===== config.mk =====
export PLATFORM = sky130hd
export DESIGN_NAME = wb_rr_arbiter2
export DESIGN_NICKNAME = d
export VERILOG_FILES = /design/src/rtl/wb_rr_arbiter2.sv
export SDC_FILE = /design/constraint.sdc
export NUM_CORES = 1
export LEC_CHECK = 0
export CAP_MARGIN = 20
export CORE_AREA = 4 4 120 122
export DETAILED_ROUTE_END_ITERATION = 8
export DIE_AREA = 0 0 124 126
export PLACE_DENSITY = 0.79
export SLEW_MARGIN = 30
export SYNTH_ARGS = -nofsm -noshare
export SYNTH_HDL_FRONTEND = slang
export SYNTH_SLANG_ARGS = --single-unit

===== constraint.sdc =====
create_clock -name clk -period 1.9 [get_ports clk]
set_input_delay 0.19 -clock clk [delete_from_list [all_inputs] [get_ports clk]]
set_output_delay 0.19 -clock clk [all_outputs]
set_load 0.1 [all_outputs]

===== src/rtl/wb_rr_arbiter2.sv =====
// Two-master, single-slave Wishbone arbiter with round-robin fairness.
// A per-access watchdog ends a hung slave access with a dummy ack and a sticky flag.
module wb_rr_arbiter2 #(
  parameter int          adr_width    = 32,
  parameter int          timeout      = 255,
  parameter logic [31:0] timeout_data = 32'hFFFFFFFF
) (
  input  logic                 clk,
  input  logic                 reset,

  input  logic [adr_width-1:0] m0_adr_i,
  input  logic [31:0]          m0_dat_i,
  output logic [31:0]          m0_dat_o,
  input  logic [3:0]           m0_sel_i,
  input  logic                 m0_we_i,
  input  logic                 m0_cyc_i,
  input  logic                 m0_stb_i,
  output logic                 m0_ack_o,

  input  logic [adr_width-1:0] m1_adr_i,
  input  logic [31:0]          m1_dat_i,
  output logic [31:0]          m1_dat_o,
  input  logic [3:0]           m1_sel_i,
  input  logic                 m1_we_i,
  input  logic                 m1_cyc_i,
  input  logic                 m1_stb_i,
  output logic                 m1_ack_o,

  output logic [adr_width-1:0] s_adr_o,
  output logic [31:0]          s_dat_o,
  input  logic [31:0]          s_dat_i,
  output logic [3:0]           s_sel_o,
  output logic                 s_we_o,
  output logic                 s_cyc_o,
  output logic                 s_stb_o,
  input  logic                 s_ack_i,

  output logic [1:0]           grant_o,
  output logic                 timeout_o
);

  // State encoding doubles as the one-hot grant vector.
  typedef enum logic [1:0] {
    IDLE = 2'b00,
    G0   = 2'b01,
    G1   = 2'b10
  } state_t;

  localparam logic [15:0] TO_LAST = 16'(timeout - 1);

  state_t                 r_state;
  state_t                 w_next;
  logic                   r_last;      // 1 = m1 was served last
  logic                   r_last_nxt;
  logic [15:0]            r_cnt;
  logic                   r_to_pend;   // dummy-ack cycle in progress
  logic                   r_timeout;

  logic                   w_g_cyc;
  logic                   w_g_stb;
  logic [adr_width-1:0]   w_g_adr;
  logic [31:0]            w_g_dat;
  logic [3:0]             w_g_sel;
  logic                   w_g_we;
  logic                   w_wait;
  logic                   w_stay;
  logic                   w_expire;
  logic                   w_ack;
  logic [31:0]            w_rdat;

  // Next-state and round-robin bookkeeping
  always_comb begin
    w_next     = r_state;
    r_last_nxt = r_last;
    case (r_state)
      IDLE: begin
        if (m0_cyc_i && m1_cyc_i) begin
          w_next = r_last ? G0 : G1;
        end else if (m0_cyc_i) begin
          w_next = G0;
        end else if (m1_cyc_i) begin
          w_next = G1;
        end else begin
          w_next = IDLE;
        end
      end
      G0: begin
        if (!m0_cyc_i) begin
          w_next     = IDLE;
          r_last_nxt = 1'b0;
        end else begin
          w_next = G0;
        end
      end
      G1: begin
        if (!m1_cyc_i) begin
          w_next     = IDLE;
          r_last_nxt = 1'b1;
        end else begin
          w_next = G1;
        end
      end
      default: begin
        w_next = IDLE;
      end
    endcase
  end

  // Granted-master request mux; idle drives all zeros
  always_comb begin
    w_g_cyc = 1'b0;
    w_g_stb = 1'b0;
    w_g_adr = '0;
    w_g_dat = 32'h0000_0000;
    w_g_sel = 4'h0;
    w_g_we  = 1'b0;
    case (r_state)
      G0: begin
        w_g_cyc = m0_cyc_i;
        w_g_stb = m0_stb_i;
        w_g_adr = m0_adr_i;
        w_g_dat = m0_dat_i;
        w_g_sel = m0_sel_i;
        w_g_we  = m0_we_i;
      end
      G1: begin
        w_g_cyc = m1_cyc_i;
        w_g_stb = m1_stb_i;
        w_g_adr = m1_adr_i;
        w_g_dat = m1_dat_i;
        w_g_sel = m1_sel_i;
        w_g_we  = m1_we_i;
      end
      default: begin
        w_g_cyc = 1'b0;
      end
    endcase
  end

  // A slave ack in the last allowed cycle beats the watchdog.
  assign w_wait   = w_g_cyc & w_g_stb & ~s_ack_i & ~r_to_pend;
  assign w_stay   = (w_next == r_state) && (r_state != IDLE);
  assign w_expire = w_wait & w_stay & (r_cnt == TO_LAST);

  // State, fairness pointer, watchdog and sticky flag
  always_ff @(posedge clk or posedge reset) begin
    if (reset) begin
      r_state   <= IDLE;
      r_last    <= 1'b1;
      r_cnt     <= 16'd0;
      r_to_pend <= 1'b0;
      r_timeout <= 1'b0;
    end else begin
      r_state   <= w_next;
      r_last    <= r_last_nxt;
      r_to_pend <= w_expire;
      if (!w_stay || !w_wait || (r_cnt == TO_LAST)) begin
        r_cnt <= 16'd0;
      end else begin
        r_cnt <= r_cnt + 16'd1;
      end
      if (w_expire) begin
        r_timeout <= 1'b1;
      end
    end
  end

  assign s_cyc_o = w_g_cyc & ~r_to_pend;
  assign s_stb_o = w_g_stb & ~r_to_pend;
  assign s_adr_o = w_g_adr;
  assign s_dat_o = w_g_dat;
  assign s_sel_o = w_g_sel;
  assign s_we_o  = w_g_we;

  assign w_ack  = r_to_pend | s_ack_i;
  assign w_rdat = r_to_pend ? timeout_data : s_dat_i;

  assign m0_ack_o = (r_state == G0) & w_ack;
  assign m1_ack_o = (r_state == G1) & w_ack;
  assign m0_dat_o = (r_state == G0) ? w_rdat : 32'h0000_0000;
  assign m1_dat_o = (r_state == G1) ? w_rdat : 32'h0000_0000;

  assign grant_o   = r_state;
  assign timeout_o = r_timeout;

endmodule


==> results_dict.tcl <==
set metrics [dict create \
    outcome "complete, but fails checks" \
    failed_checks "negative setup slack" \
    drive_above_1_share 0.646 \
    rsz0062_at_grt "true" \
    preCtsSetupSlack_ps -154 \
    critPathCaptureType "output port" \
    gr-total-overflow 0 \
    yosysWarnings 0 \
    vias 4705 \
    yosys.area.top_type_share 0.187 \
    layout.nets 909 \
    async_flop_share 1.00 \
    leakagePower_uw 0.00375 \
    finalCritPeriodShare 1.09 \
    fin_ws_ps -179 \
    start_kind "flip-flop" \
    num_rows 42 \
    synth.area.top_cells "a22oi_1, dfrtp_1, o21a_1" \
    grt_pass1_vias 5128 \
    wire_per_inst_um 26.8 \
    grt_max_degree 67 \
    io_pins 317 \
    tightest_slew_ps 482 \
    maxCapViolations 0 \
    start_util 0.216 \
    cts_buffers 3 \
    critPathKind "flip-flop to output port" \
    syn_to_final_growth_pct 264 \
    dr.first_iter.drc_count 211 \
    yosysUniqueCellTypes 33 \
    port_buffers 316 \
    die_width_um 124 \
    cts_root_buf "clkbuf_16" \
    cts_tree "yes" \
    via_per_inst 5.21 \
    cts_buffer_depth 2 \
    critPathMaxFanout 6 \
    core_area_um2 13200 \
    drtAntennaViolNets 0 \
    drcViolationCount 0 \
    h-tree-depth 1 \
    arrival_ps 1890 \
    worst_ep_required_time_ps 1710 \
    finalInstanceArea_um2 10400 \
    die_y_um 126 \
    postRouteWirelength_um 24200 \
    dieArea_um2 15600 \
    finClkSkew_ps 1.15 \
    clock_latency_ps 250 \
    routabilityCongestion 0.806 \
    fillerInstances 702 \
    final-setup-viol-count 155 \
    hold_viol_final 0 \
    clk_pin_slew_ps 60 \
    postSynthCellCount 363 \
    ir_worst_vdd_uv 1050 \
    ys_seq_area_frac 0.185 \
    grt_use_total 0.265 \
    fin_setup_tns_ps -19390 \
    power.density_nw_per_um2 1880 \
    min_path_type "input port to async pin" \
    layout_min_cycle_time_ps 2080 \
    ys.flop_type "dfrtp_1" \
    whs_ps 259 \
    netlist_area_um2 2850 \
    grt_antenna_before_repair 2 \
    grt_pass1_wl_um 31500 \
    clock-sinks 21 \
    drtPass1Iterations 4 \
    placed_area_um2 8840 \
    fmax_ghz 0.481 \
    synth_edf_count 0 \
    report.final.slew_viol_count 0 \
    synth_nets 546 \
    timing.slew.headroom 0.678 \
    avgSynthCellArea_um2 7.85 \
    cts_hold_buf 0 \
    yosysTopAreaCell "a22oi_1" \
    hpwl_um 15500 \
    yosys_register_bits 21 \
]
==> power breakdown <==
group	switching, uW	internal, uW
sequential	53.3	492
combinational	10400	8180
clock	161	286
total	10600	8960
==> area by class of cell <==
cell class / instances / area, um^2 / share of cell area
sequential: 21 / 538 / 0.0519
multi-input combinational: 294 / 3600 / 0.348
timing repair buffer: 398 / 5880 / 0.568
tap: 176 / 220 / 0.0212
antenna: 2 / 5.00 / 0.000483
clock buffer: 4 / 78.8 / 0.00761
inverter: 8 / 35.0 / 0.00338
==> worst max-delay path, stage by stage (launching register included) <==
cell and delay [ps]:
dfrtp_4 520, buf_6 130, ha_4 210, buf_12 170
buf_16 140, a22oi_2 210, nor2b_4 70, buf_12 170
==> sequential cells by signal, summed over array words and instances, names as in the netlist <==
signal / flops
grant_o: 2
r_cnt: 16
r_last: 1
r_to_pend: 1
timeout_o: 1
==> logic make-up (layout without fill, tap and decap cells) <==
kind of cell | count (synthesis) | after routing | share of synthesized area
flops | 21 | 21 | 0.185
buf+inv | 48 | 410 | 0.0755
compound gates | 142 | 142 | 0.374
simple gates | 132 | 132 | 0.296
other cells | 0 | 2 | 0
fa+ha+maj | 6 | 6 | 0.0263
xor+xnor | 14 | 14 | 0.0430
==> metrics by stage <==
step	power, uW	utilization	std cells
floorplan	10800	-	363
global placement	15600	0.670	842
detailed placement	15800	0.670	842
CTS	18000	0.748	875
global route	20000	0.786	903
finish	19500	0.786	903
==> layer usage <==
metal | vias to the layer above | routed length [um] | global-route usage
met5 | - | 0 | 0
met4 | 0 | 1250 | 0.115
met3 | 70 | 2440 | 0.0928
met2 | 275 | 12600 | 0.487
met1 | 2299 | 7930 | 0.265
li1 | 2061 | - | -
==> cells in the mapped netlist, types with 6 or more instances <==
master / n
xnor2_1: 13
o21a_1: 66
nor2_1: 10
clkbuf_1: 25
a22oi_1: 71
nor2b_1: 69
nor3_2: 10
dfrtp_1: 20
nor3_1: 15
ha_1: 6
inv_1: 8
buf_1: 11
==> worst paths after layout <==
kind,cells past startpoint,slack (ps),startpoint,endpoint
max,7,-180,grant_o[0]$_DFF_PP0_,s_adr_o[22]
min,2,260,reset,grant_o[1]$_DFF_PP0_
max reg2reg,7,-180,grant_o[0]$_DFF_PP0_,r_cnt[3]$_DFF_PP0_
min reg2reg,1,530,r_cnt[0]$_DFF_PP0_,r_cnt[0]$_DFF_PP0_
max in group asynchronous,3,1100,reset,grant_o[0]$_DFF_PP0_
min in group clk,1,530,r_cnt[0]$_DFF_PP0_,r_cnt[0]$_DFF_PP0_
==> cells in the final DEF (no fill, tap or decap), drive strengths merged <==
cell	count
buf	210
clkdlybuf4s50	176
a22oi	71
nor2b	69
o21a	66
nor3	25
dfrtp	20
clkbuf	15
xnor2	13
nor2	10
inv	8
nand3	6
ha	6
nor4	4
nand2	4
nand2b	4
nand4	4
o31ai	3
diode	2
or4	2
a21oi	2
nor3b	1
and3b	1
and4b	1
nand4b	1
xor2	1
bufbuf	1
dfstp	1
==> repair_timing <==
action                     CTS  global route
setup endpoints to repair  125           155
cloned                      10            14
hold endpoints to repair     0             0
setup buffers               19            14
gates resized for setup    102            29
pin swaps                   59            15
Note: power is estimated with default switching activity, not from simulation.
